[src/rtl/xmr_probe_capture.sv]
// Change-driven capture of three probed nets into a first-word-fall-through FIFO.
// Each record is {timestamp, other, O, I}, taken when the sampled vector changes or right after (re)arming.
module xmr_probe_capture #(
  parameter int DEPTH    = 8,
  parameter int TS_WIDTH = 16
) (
  input  logic                      CLK,
  input  logic                      ASYNCRESETN,
  input  logic                      en,
  input  logic                      clear,
  input  logic                      I,
  input  logic                      O,
  input  logic                      other,
  output logic                      out_valid,
  input  logic                      out_ready,
  output logic [TS_WIDTH+2:0]       out_data,
  output logic [$clog2(DEPTH):0]    count,
  output logic                      overflow,
  output logic [7:0]                drop_count
);

  localparam int AW     = $clog2(DEPTH);
  localparam int DATA_W = TS_WIDTH + 3;

  localparam logic [TS_WIDTH-1:0] TS_ONE   = 1;
  localparam logic [AW-1:0]       PTR_ONE  = 1;
  localparam logic [AW:0]         CNT_ONE  = 1;
  localparam logic [AW:0]         CNT_FULL = (AW+1)'(DEPTH);

  function automatic logic [7:0] sat_inc8(input logic [7:0] v);
    return (v == 8'hFF) ? v : v + 8'd1;
  endfunction

  logic [TS_WIDTH-1:0] ts_p0;
  logic [2:0]          prev_p0;
  logic                armed_p0;
  logic [AW-1:0]       wr_ptr;
  logic [AW-1:0]       rd_ptr;
  logic [DATA_W-1:0]   last_data;
  logic [DATA_W-1:0]   mem [DEPTH];

  logic [2:0] s;
  logic       ev;
  logic       pop;
  logic       full;
  logic       push;
  logic       drop_ev;

  always_comb begin
    s       = {other, O, I};
    ev      = en & (armed_p0 | (s != prev_p0));
    pop     = out_valid & out_ready;
    full    = (count == CNT_FULL);
    push    = ev & (~full | pop) & ~clear;
    drop_ev = ev & full & ~pop & ~clear;
  end

  // Head is driven from registered state only; when empty the last shown head is held.
  assign out_valid = (count != '0);
  assign out_data  = out_valid ? mem[rd_ptr] : last_data;

  // Storage carries no reset: only entries between rd_ptr and wr_ptr are ever shown.
  always_ff @(posedge CLK) begin
    if (push) begin
      mem[wr_ptr] <= {ts_p0, s};
    end
  end

  always_ff @(posedge CLK or negedge ASYNCRESETN) begin
    if (!ASYNCRESETN) begin
      ts_p0      <= '0;
      prev_p0    <= '0;
      armed_p0   <= 1'b1;
      wr_ptr     <= '0;
      rd_ptr     <= '0;
      count      <= '0;
      overflow   <= 1'b0;
      drop_count <= '0;
      last_data  <= '0;
    end else begin
      ts_p0     <= ts_p0 + TS_ONE;
      armed_p0  <= clear | ~en;
      last_data <= out_data;
      if (en) begin
        prev_p0 <= s;
      end
      if (clear) begin
        wr_ptr     <= '0;
        rd_ptr     <= '0;
        count      <= '0;
        overflow   <= 1'b0;
        drop_count <= '0;
      end else begin
        if (push) begin
          wr_ptr <= wr_ptr + PTR_ONE;
        end
        if (pop) begin
          rd_ptr <= rd_ptr + PTR_ONE;
        end
        if (push && !pop) begin
          count <= count + CNT_ONE;
        end else if (pop && !push) begin
          count <= count - CNT_ONE;
        end
        if (drop_ev) begin
          overflow   <= 1'b1;
          drop_count <= sat_inc8(drop_count);
        end
      end
    end
  end

endmodule

[config.mk]
export PLATFORM = sky130hd
export DESIGN_NAME = xmr_probe_capture
export DESIGN_NICKNAME = d
export VERILOG_FILES = /design/src/rtl/xmr_probe_capture.sv
export SDC_FILE = /design/constraint.sdc
export NUM_CORES = 1
export LEC_CHECK = 0
export ABC_AREA = 1
export CORE_MARGIN = 2
export CORE_UTILIZATION = 50
export CTS_BUF_LIST = sky130_fd_sc_hd__clkbuf_4 sky130_fd_sc_hd__clkbuf_8 sky130_fd_sc_hd__clkbuf_16
export DETAILED_ROUTE_END_ITERATION = 10
export PLACE_DENSITY = 0.74
export SLEW_MARGIN = 30
export SYNTH_ARGS = -nofsm -noshare
export SYNTH_HDL_FRONTEND = slang
export SYNTH_SLANG_ARGS = --single-unit
[constraint.sdc]
create_clock -name CLK -period 2.2 [get_ports CLK]
set_input_delay 0.55 -clock CLK [delete_from_list [all_inputs] [get_ports CLK]]
set_output_delay 0.55 -clock CLK [all_outputs]
set_load 0.02 [all_outputs]
# [Word-level counts from Yosys, hierarchy flattened]
# Memory sizes are Yosys's and may differ from the RTL's.
# Cells that the tools add are included.
[op_classes] add_sub_neg=6 eq_ne=4 muxes=15 bitwise_logic=14 reduce_logical=10
[ops] cell="$mux 8" n=3
[ops] cell="$mux 19" n=1
[ops] cell="$add 16x1->16 const B" n=1
[ops] cell="$mux 3" n=4
[ops] cell="$mux 4" n=3
[ops] cell="$add 8x1->8 const B" n=1
[ops] cell="$eq 8x8->1 const B" n=1
[ops] cell="$and 1x1->1" n=7
[ops] cell="$add 3x1->3 const B" n=2
[ops] cell="$reduce_bool 2->1" n=3
[ops] cell="$add 4x1->4 const B" n=1
[ops] cell="$eq 4x4->1 const B" n=1
[ops] cell="$mux 1" n=4
[ops] cell="$not 1->1" n=4
[ops] cell="$reduce_bool 4->1" n=1
[ops] cell="$sub 4x1->4 const B" n=1
[ops] cell="$ne 3x3->1" n=1
[ops] cell="$or 1x1->1" n=3
[ops] cell="$reduce_bool 3->1" n=1
[ops] cell="$logic_and 1x1->1" n=2
[ops] cell="$logic_not 1->1" n=2
[ops] cell="$ne 2x2->1 const B" n=1
[ops] cell="$reduce_and 2->1" n=1
[word_totals] regBits=58 ramBits=152 input_bits=8 output_inout_bits=33 word_cells=59 n_memories=1
[mem_list] memory="mem" depth=8 word_bits=19 read_ports=1 rd_clocked_by_memory_dff=0 wr=1 line_no="40" rtl="logic [DATA_W-1:0] mem [DEPTH];"

# [Depth between registers and ports, before layout]
[depth] word_depth=10 ltp_mapped=16 mapped_depth_nobuf=16

# [Worst setup path before layout]
# Ideal clock, no wire load.
[synth_timing] kind="input to register" from="input en" to="memory mem[0][0] (netlist name), enable pin" setup_time_ns=0.395 arrival_ns=1.957 required_ns=1.805 setup_slack_ns=-0.151 stages=5 n_path_buf=1 path_cell_list="clkbuf_1 nand4_1 inv_1 nand2_1 nor2_1"
[synth_between] elab_chain_len=5
[synth_lines] element="from (decl)" line_no="9" rtl="input logic en,"
[synth_lines] element="$and 1x1->1" line_no="51" rtl="ev = en & (armed_p0 | (s != prev_p0));"
[synth_lines] element="$and 1x1->1 (2 in series)" line_no="54" rtl="push = ev & (~full | pop) & ~clear;"
[synth_lines] element="$mux 1" line_no="64" rtl="if (push) begin"
[synth_lines] element="$mux 1 (not written as such)" line_no="65" rtl="mem[wr_ptr] <= {ts_p0, s};"
[synth_lines] element="to (decl)" line_no="40"
# Every way passes these cells.

# [Worst setup path after layout]
[layout_timing] from="register rd_ptr[0]" to="output out_data[12]"
[layout_between] elab_chain_len=2
[layout_lines] element="from (decl)" line_no="38" rtl="logic [AW-1:0] rd_ptr;"
[layout_lines] element="from (signal assigned)" line_no="98" rtl="rd_ptr <= rd_ptr + PTR_ONE;"
[layout_lines] element="$mem_v2 8x19"
[layout_lines] element="$mux 19" line_no="60" rtl="assign out_data = out_valid ? mem[rd_ptr] : last_data;"
[layout_lines] element="to (decl)" line_no="16" rtl="output logic [TS_WIDTH+2:0] out_data,"
# Every way passes these cells.

==> results.cfg <==
[status]
status = complete, but fails checks
failed_checks = negative setup slack

[global_routing]
grtUsageMet2 = 0.411
antenna_found_initial = 0
met1_usage = 0.305
overflow = 0
grt_pass1_wl_um = 33400
busiest_layer = met2
grt_use_total = 0.236
grt_max_degree = 29
met3_usage = 0.0393
grt_pass1_vias = 6219

[worst_setup_path]
crit_buf_inv = 3
crit_chain = buf_12, mux2i_1, o22ai_1, o21ai_0, o21ai_1, buf_4, buf_6
critPathTopFamily = flip-flops
slowest_stage = dfrtp_2
startpoint_type = flip-flop
critPathMaxFanout = 8
arrival_ps = 2110
worstPathRequired_ps = 1650
critPathMaxStageDelay_ps = 470
r2r_start = count[3]$_DFFE_PN0P_
cp-startpoint = rd_ptr[0]$_DFFE_PN0P_
cp-end-kind = primary output
path_class = flip-flop to primary output

[floorplan]
num_rows = 48
io_pins = 41
initial_utilization = 0.506
die_area_mm2 = 0.0184
fp.dieH_um = 136
core_area_mm2 = 0.0171
fp.dieW_um = 136

[detailed_routing]
drt_pass1_iterations = 5
drcViolationCount = 0
drtIter0Drc = 694
vias = 6158
antenna_left = 0
vias_per_cell = 5.90
drt-total-wl_um = 22700
post_drt_wl_per_cell_um = 21.7

[pwr]
switchingPower_w = 0.00397
seq_power_share = 0.356
combPwrFrac = 0.339
p_int_w = 0.00899
swShare = 0.306
power_leakage_nw = 4.70
pwr-share-clk = 0.305
ir_drop_mv = 0.691
powerDensity_mw_per_mm2 = 1150

[run]
timing.max_cap.violations = 0

[sta]
finalSetupViolations = 20
fin_crit_ps = 2660
grt_setup_unrepaired = true
fmax_mhz = 376
period_share = 1.21
setup_slack_ps = -456
drv_slew = 0
skew_ps = 15.2
worst_slew_pin_slew_ps = 595
max_slew_margin = 0.603
hold_viol_final = 0

[place]
dp_hpwl_um = 12500
port_buffers = 40
post-place-ws_ps = -664
place_inst = 974
gp_congestion = 0.857

[yosys]
yosysMostFrequentCell = edfxtp_1
avgSynthCellArea_um2 = 12.7
yosys-top-cells-count = edfxtp_1, nor2_1, nand2_1
yosysWarningCount = 0
ys.flop_type = edfxtp_1
synth_top_family_by_area = simple AND/OR/NAND/NOR gates
synth_nets = 698
seq_area_frac_synth = 0.695
synth-xor-area-share = 0.0212
synth_edf_count = 152
async_flop_share = 0.276
synth-compound-area-share = 0.0776
netlist_instances = 683
synth_seq_cells = 210
synth_fa_ha_area_frac = 0.0110
yosys.area.top_type = edfxtp_1
yosysUniqueCellTypes = 35
synthMuxAreaShare = 0.0358
syn_area_mm2 = 0.00866
synth_top_area_frac = 0.527
ys_top_cells_by_area = edfxtp_1, dfrtp_1, nor2_1
synth-simple-area-share = 0.123

[clock_network]
numCtsBuffers = 22
clk_latency_ps = 500
cts.path.max_buffers = 3
tritoncts = yes
cts.sinks = 210
clkTransAtPathRegs_ps = 60
h-tree-depth = 1
cts-root-buf = clkbuf_16

[layout]
final_layout_size_suffix_gt1_frac = 0.268
area_delta_synth_final_pct = 30.7
seq_area_mm2 = 0.00602
nNetsFinal = 817
antenna_cells_inserted = 0
fillers = 1167
stdcell_count = 1043
final_core_util = 0.661
multi_input_area_mm2 = 0.00257

[worst_hold_path]
holdCritPathClass = input pin to async pin
==> power groups by stage <==
| stage | combinational, W | clock, W | sequential (W) |
|---|---|---|---|
| after floorplan | 0.00172 | 0 | 0.00469 |
| after global placement | 0.00337 | 0 | 0.00465 |
| after detailed placement | 0.00346 | 0 | 0.00466 |
| after CTS | 0.00373 | 0.00397 | 0.00460 |
| after global routing | 0.00463 | 0.00413 | 0.00464 |
| final | 0.00439 | 0.00395 | 0.00462 |
==> layout by cell type, fill, tap and decap left out, types with 12 or more instances in the layout <==
cell type,instances
nand2_1,61
inv_1,33
clkdlybuf4s50_1,12
buf_6,20
xor2_1,17
buf_12,23
edfxtp_1,152
nor2_1,77
mux2i_1,23
o221ai_1,18
dfrtp_1,55
buf_4,56
o21ai_1,32
nand3_1,56
clkbuf_16,27
o21ai_0,26
==> logic make-up (layout without fill, tap and decap cells) <==
logic type      count (synthesis)  in the layout
flops                         210            210
compound gates                108            108
xor+xnor                       21             21
mux                            31             31
simple gates                  236            236
buf+inv                        70            205
fa+ha+maj                       7              7
==> final timing paths <==
path                                                   to  slack, ps  cells past startpoint
worst max-delay path                         out_data[12]       -460                      7
worst min-delay path            drop_count[4]$_DFFE_PN0P_         60                      1
worst max register to register       count[3]$_DFFE_PN0P_        -70                     15
worst min register to register       overflow$_DFFE_PN0P_        520                      1
max in group asynchronous              armed_p0$_DFF_PN1_       1470                      2
min in group CLK                   prev_p0[0]$_DFFE_PN0P_        390                      3
==> flip-flops by register name, indices dropped and copies added, names as in the netlist <==
name,flops
mem,152
last_data,19
ts_p0,16
drop_count,8
count,4
prev_p0,3
rd_ptr,3
wr_ptr,3
armed_p0,1
overflow,1
==> through the flow <==
stage | total power, W | setup TNS, ps | hold slack, ps | instance area (µm²)
6_report | 0.0130 | -6690 | 56.8 | 11300
5_1_grt | 0.0134 | -8140 | 80.2 | 11300
4_1_cts | 0.0123 | -6310 | 60.0 | 10900
3_5_place_dp | 0.00813 | -75270 | 496 | 9880
3_3_place_gp | 0.00802 | -61150 | 481 | 9880
2_1_floorplan | 0.00641 | -22090 | 254 | 8660
==> area by class of cell <==
class                           count  area share
Tap cell                          225      0.0249
Multi-Input combinational cell    403       0.228
Clock buffer                       33      0.0586
Inverter                           34      0.0115
Clock inverter                      7     0.00996
Timing Repair Buffer              131       0.135
Sequential cell                   210       0.532
==> repair_timing <==
| action | 4_1_cts | 5_1_grt |
|---|---|---|
| resized for setup | 159 | 77 |
| pin swaps | 17 | 34 |
| endpoints found under the hold margin | 0 | 0 |
| hold buffers | 0 | 0 |
| buffers inserted | 11 | 11 |
| endpoints found under the setup margin | 33 | 178 |
| gates cloned | 3 | 4 |
==> per-layer routing <==
layer,share of wire,vias up
li1,-,2698
met1,0.37,3063
met2,0.51,339
met3,0.087,58
met4,0.028,0
met5,0,-
Power figures use the tool's default switching activity.
